### config.mk
export PLATFORM = sky130hd
export DESIGN_NAME = inst_fetch
export DESIGN_NICKNAME = d
export VERILOG_FILES = /design/src/rtl/inst_fetch.sv
export SDC_FILE = /design/constraint.sdc
export NUM_CORES = 1
export LEC_CHECK = 0
export ABC_CLOCK_PERIOD_IN_PS = 12700
export BUFFER_PORTS_ARGS = -buffer_cell sky130_fd_sc_hd__buf_2
export CORE_ASPECT_RATIO = 0.5
export CORE_UTILIZATION = 50
export DETAILED_ROUTE_END_ITERATION = 7
export PLACE_DENSITY_LB_ADDON = 0.3
export SYNTH_ARGS = -nofsm -noshare
export SYNTH_HDL_FRONTEND = slang
export SYNTH_SLANG_ARGS = --single-unit
### constraint.sdc
create_clock -name CLK -period 12.7 [get_ports CLK]
set_input_delay 2.54 -clock CLK [delete_from_list [all_inputs] [get_ports CLK]]
set_output_delay 2.54 -clock CLK [all_outputs]
set_load 0.01 [all_outputs]
### src/rtl/inst_fetch.sv
// Instruction fetch unit: credit-limited request stream to the MMU, in-order
// response queue toward the decoder, and flush/redirect with stale-response discard.
module inst_fetch #(
    parameter int                    ADDR_WIDTH   = 32,
    parameter int                    DATA_WIDTH   = 32,
    parameter int                    QUEUE_DEPTH  = 4,
    parameter logic [ADDR_WIDTH-1:0] RESET_VECTOR = '0,
    parameter int                    ADDR_STEP    = 4
) (
    input  logic                  CLK,
    input  logic                  RST,
    input  logic                  MEM_WAIT,
    output logic                  INST_RDEN,
    output logic [ADDR_WIDTH-1:0] INST_RADDR,
    input  logic                  INST_RVALID,
    input  logic [DATA_WIDTH-1:0] INST_RDATA,
    input  logic                  FLUSH,
    input  logic [ADDR_WIDTH-1:0] FLUSH_PC,
    output logic                  OUT_VALID,
    output logic [ADDR_WIDTH-1:0] OUT_PC,
    output logic [DATA_WIDTH-1:0] OUT_INST,
    input  logic                  OUT_READY,
    output logic                  ERR
);

    localparam int                    PW      = $clog2(QUEUE_DEPTH);
    localparam int                    CW      = PW + 1;
    localparam logic [CW:0]           DEPTH_C = (CW + 1)'(QUEUE_DEPTH);
    localparam logic [ADDR_WIDTH-1:0] STEP_C  = ADDR_WIDTH'(ADDR_STEP);

    logic                  rden;
    logic [ADDR_WIDTH-1:0] raddr;
    logic                  err;
    logic [CW-1:0]         q_cnt, l_cnt, d_cnt;
    logic [CW-1:0]         q_nxt, l_nxt, d_nxt;
    logic [CW:0]           credit_sum;
    logic [PW-1:0]         wr_ptr, rd_ptr;

    logic [ADDR_WIDTH-1:0] pc_mem   [QUEUE_DEPTH];
    logic [DATA_WIDTH-1:0] inst_mem [QUEUE_DEPTH];

    logic                  accept;
    logic                  resp_drop;
    logic                  resp_live;
    logic                  resp_err;
    logic                  push;
    logic                  pop;
    logic [ADDR_WIDTH-1:0] resp_pc;

    assign accept    = rden & ~MEM_WAIT;
    assign resp_drop = INST_RVALID & (d_cnt != '0);
    assign resp_live = INST_RVALID & (d_cnt == '0) & (l_cnt != '0);
    assign resp_err  = INST_RVALID & (d_cnt == '0) & (l_cnt == '0);
    assign push      = resp_live & ~FLUSH;
    assign pop       = OUT_VALID & OUT_READY & ~FLUSH;

    // Live requests are consecutive since the last redirect, so the oldest one
    // sits L steps behind the next fetch address; no PC FIFO is needed.
    assign resp_pc = raddr - ADDR_WIDTH'(l_cnt) * STEP_C;

    // NOTE: every signal gets a default before the branches so no latch is inferred.
    always_comb begin
        q_nxt = q_cnt;
        l_nxt = l_cnt;
        d_nxt = d_cnt;
        if (FLUSH) begin
            q_nxt = '0;
            l_nxt = '0;
            d_nxt = d_cnt + l_cnt + CW'(accept) - CW'(resp_drop | resp_live);
        end else begin
            q_nxt = q_cnt + CW'(push) - CW'(pop);
            l_nxt = l_cnt + CW'(accept) - CW'(resp_live);
            d_nxt = d_cnt - CW'(resp_drop);
        end
    end

    assign credit_sum = {1'b0, q_nxt} + {1'b0, l_nxt} + {1'b0, d_nxt};

    // NOTE: sequential state uses non-blocking assignments so every register
    // samples pre-edge values regardless of statement order.
    always_ff @(posedge CLK or posedge RST) begin
        if (RST) begin
            rden   <= 1'b0;
            raddr  <= RESET_VECTOR;
            err    <= 1'b0;
            q_cnt  <= '0;
            l_cnt  <= '0;
            d_cnt  <= '0;
            wr_ptr <= '0;
            rd_ptr <= '0;
        end else begin
            q_cnt <= q_nxt;
            l_cnt <= l_nxt;
            d_cnt <= d_nxt;
            rden  <= (credit_sum < DEPTH_C);
            if (resp_err) begin
                err <= 1'b1;
            end
            if (FLUSH) begin
                raddr  <= FLUSH_PC;
                wr_ptr <= '0;
                rd_ptr <= '0;
            end else begin
                if (accept) begin
                    raddr <= raddr + STEP_C;
                end
                if (push) begin
                    wr_ptr <= wr_ptr + 1'b1;
                end
                if (pop) begin
                    rd_ptr <= rd_ptr + 1'b1;
                end
            end
        end
    end

    // NOTE: queue storage has no reset; validity is tracked solely by q_cnt.
    always_ff @(posedge CLK) begin
        if (push) begin
            pc_mem[wr_ptr]   <= resp_pc;
            inst_mem[wr_ptr] <= INST_RDATA;
        end
    end

    assign INST_RDEN  = rden;
    assign INST_RADDR = raddr;
    assign OUT_VALID  = (q_cnt != '0);
    assign OUT_PC     = pc_mem[rd_ptr];
    assign OUT_INST   = inst_mem[rd_ptr];
    assign ERR        = err;

endmodule

==> metrics.md <==
| Metric | Value |
|---|---|
| Comb pwr share | about a fifth |
| Final-report hold violation count | 0 |
| Finished Core Util | 59.9% |
| Fraction of layout cells with a size suffix above 1 | 32.6% |
| Largest net degree at the start of global routing | between 70 and 80 |
| Dpl cells | 1194 |
| # IOs | roughly 170 |
| Fillers | between 1500 and 2000 |
| Clock sinks | between 300 and 400 |
| Die height | 114 um |
| Final setup viols | 0 |
| Port Buf Inserts | about 170 |
| Inserted Diodes | 0 |
| Num rows | 40 |
| GR Util All Layers | 20.5% |
| Reg2Reg Depth | 14 |
| Sw Share | a little over a quarter |
| Synth Area in XOR/XNOR | ~4.6% |
| Setup Buffers After CTS | 0 |
| Type of the worst setup path | in2reg |
| Register area share after synthesis | between 70 and 80% |
| Register Area | around 9000 um2 |
| Worst IR Drop VDD | roughly 0.00011 V |
| Largest family of logic cells by synthesized area | multiplexers |
| Number of hold-repair buffers added at the cts stage | 0 |
| Clk slew on worst S/H paths | around 0.060 ns |
| Fin crit period | between 5 and 6 ns |
| CP Data Required Time | 13.14 ns |
| Asr flop ratio synth | about 16% |
| Detailed Routing Iterations Pass 1 | 5 |
| Starting Density | 51.8% |
| Crit. End Element | flip-flop |
| Final Non-Filler Cells | 1243 |
| FF-to-FF Start | l_cnt[1] |
| Layout Nets | ~980 |
| HP Class | reg2reg |
| Cell taking the most area after synthesis | edfxtp_1 |
| Unique masters post-synth | 45 |
| Initial antenna violation count | 0 |
| Via/cell ratio | 5.44 |
| Synth Area in Adders | 2.95% |
| Via count | between 6000 and 7000 |
| Number of DRC markers in iteration 0 | 487 |
| Leak Pwr | ~5.2 nW |
| RR Endpoint | INST_RDEN |
| Setup Total Neg Slack | 0 ns |
| Synthesis Warnings | 0 |
| Clock root cell | clkbuf_16 |
| Cells after Synth | a little over 700 |
| Max Slew Vio Count | 0 |
| Mapped cell area | between 10000 and 15000 um2 |
| Total gr overflow | 0 |
| Synth Area in Simple Gates | 6.57% |
| Post-DP HPWL | around 16000 um |
| Total CTS buffers | 27 |
| Internal Pwr Total | about 1.8 mW |
| EDFF count, synth | around 260 |
| CTS Buffer Depth | 3 |
| Drt total wl | around 26000 um |
| Hold Path End | ERR |
| PnR Total Power | approximately 2.5 mW |
| Worst skew pair latency | between 0.5 and 0.6 ns |
| CTS tree | done |
| Placer congestion estimate | around 0.8 |
| Synth Area in Compound Gates | under 10% |
| Reg2Reg Setup Slack | between 8 and 9 ns |
| Maximum capacitance violations | 0 |
| Max-slew headroom | about 27% |
| Clock power frac | between 30% and 40% |
| Sequential Power Share | around 48% |
| WL/cell | 20.8 um |
| Fmax | about 180 MHz |
| Crit path arrival time | about 6.2 ns |
| Fin Hold WS | ~0.48 ns |
| Hold Crit Start | ERR |
| Core Region | ~24000 um2 |
| Hold depth | 1 |
| Worst slew pin tran | between 1 and 1.5 ns |
| CTS H-tree depth | 1 |
| Top cell type's share of synthesized area | 60.7% |
| Final worst clock skew | 0.0120 ns |
| Status | finished, final reports clean |
| Fin crit share | between 40% and 50% |
| CP Max Fanout | 73 |
| Vias in the first global route | slightly below 7000 |
| Synth Net Count | roughly 800 |
| RSZ-0062 raised after global routing | no |
| Mux contribution to synthesized area | 12.2% |
| P_sw | between 0.6 and 0.7 mW |
| Avg Cell Area, Syn | approximately 17 um2 |
| Area contributors post-synth | edfxtp_1, mux4_2, dfrtp_1 |
| Area Growth Syn to Fin | 15.6% |
| Post-CTS sizing | 0 |
| Die area | 26000 um2 |
| Pwr dens | between 150 and 200 nW/um2 |
| Width of the die | around 230 um |
| Type of origin of the critical path | input pin |
| First-pass GRT wire length | 39700 um |
| Post-DRT Antenna Nets | 0 |
| Seq cells post-synth | about 300 |
| Multi-input logic area | between 3000 and 4000 um2 |
| # DRC | 0 |
| Top_reg_cell synth | edfxtp_1 |
==> critical path, cell delays in order <==
cell and delay (ns):
buf_2 0.09, buf_4 0.34, nor3_1 0.52, inv_1 0.09, ha_1 0.28, inv_1 0.05
ha_1 0.13, inv_1 0.04, fa_1 0.37, xnor2_1 0.13, or2_2 0.31, fa_1 0.51
fa_1 0.45, xnor2_1 0.13, and2_1 0.15
==> synthesized netlist by cell type, types with 2 or more instances <==
cell type and n:
xor2_1 31, buf_2 6, nand4_1 11, nand2b_1 2, buf_4 2, dfrtp_1 47
or4_4 3, mux4_2 64, edfxtp_1 256, and2_1 6, mux2i_1 4, nor2_1 27
or3_1 4, ha_1 17, nor2b_1 4, or2_2 3, or4_1 6, clkbuf_1 21
fa_1 8, inv_1 30, nor4_1 8, and3_1 4, and4_1 3, nand3_1 8
nor3_1 13, o21ai_0 27, mux2_2 6, xnor2_1 35, buf_1 9, nand2_1 45
==> how the worst max path moves through the flow <==
stage | start | endpoint | slack, ns | cells after the start
final | FLUSH | INST_RDEN | 6.99 | 15
after global routing | FLUSH | INST_RDEN | 6.79 | 15
after CTS | FLUSH | INST_RDEN | 7.00 | 15
after detailed placement | FLUSH | INST_RDEN | 6.43 | 15
after global placement | FLUSH | INST_RDEN | 6.48 | 15
after floorplan | INST_RVALID | INST_RDEN | 6.89 | 14
==> registers in the layout, indices dropped and copies added, names as in the netlist <==
signal      count
inst_mem      128
pc_mem        128
INST_RADDR     32
d_cnt           3
l_cnt           3
q_cnt           3
rd_ptr          2
wr_ptr          2
ERR             1
INST_RDEN       1
==> kinds of logic (layout without fill, tap and decap cells) <==
family | after synthesis | count (layout)
buf+inv | 69 | 251
fa+ha+maj | 25 | 25
mux | 74 | 74
compound gates | 33 | 33
simple gates | 155 | 155
flops | 303 | 303
xor+xnor | 66 | 66
==> layout by cell type (no fill, tap or decap), types with 27 or more instances in the layout <==
master | Yosys | final
edfxtp_1 | 256 | 256
buf_2 | 6 | 168
mux4_2 | 64 | 64
dfrtp_1 | 47 | 45
nand2_1 | 45 | 45
xnor2_1 | 35 | 35
xor2_1 | 31 | 31
inv_1 | 30 | 29
o21ai_0 | 27 | 27
nor2_1 | 27 | 27
clkbuf_16 | 0 | 27
==> power groups by stage <==
stage | Clock (mW) | Sequential [mW] | Combinational (mW)
after floorplan | 0 | 1.18 | 0.363
after global placement | 0 | 1.21 | 0.491
after detailed placement | 0 | 1.22 | 0.504
after CTS | 0.806 | 1.20 | 0.505
after global routing | 0.845 | 1.20 | 0.550
final | 0.793 | 1.19 | 0.498
==> metrics by stage <==
stage / instance area (um2) / setup WS, ns
floorplan: 12700 / 6.89
global placement: 13800 / 6.48
detailed placement: 13800 / 6.43
CTS: 14600 / 7.00
global route: 14600 / 6.79
finish: 14600 / 6.99
==> per-layer routing <==
metal	global-route usage, %	routed length [um]
met5	0	0
met2	33.8	12800
met3	3.49	988
met4	4.61	442
met1	28.8	11700
==> final cells by class <==
| class | count | area share [%] |
|---|---|---|
| inverter | 30 | 0.770 |
| multi-input combinational | 353 | 24.1 |
| clock inverter | 13 | 0.812 |
| timing repair buffer | 172 | 5.95 |
| sequential | 303 | 60.6 |
| tap | 336 | 2.87 |
| clock buffer | 36 | 4.92 |
Note: power is estimated with default switching activity, not from simulation.
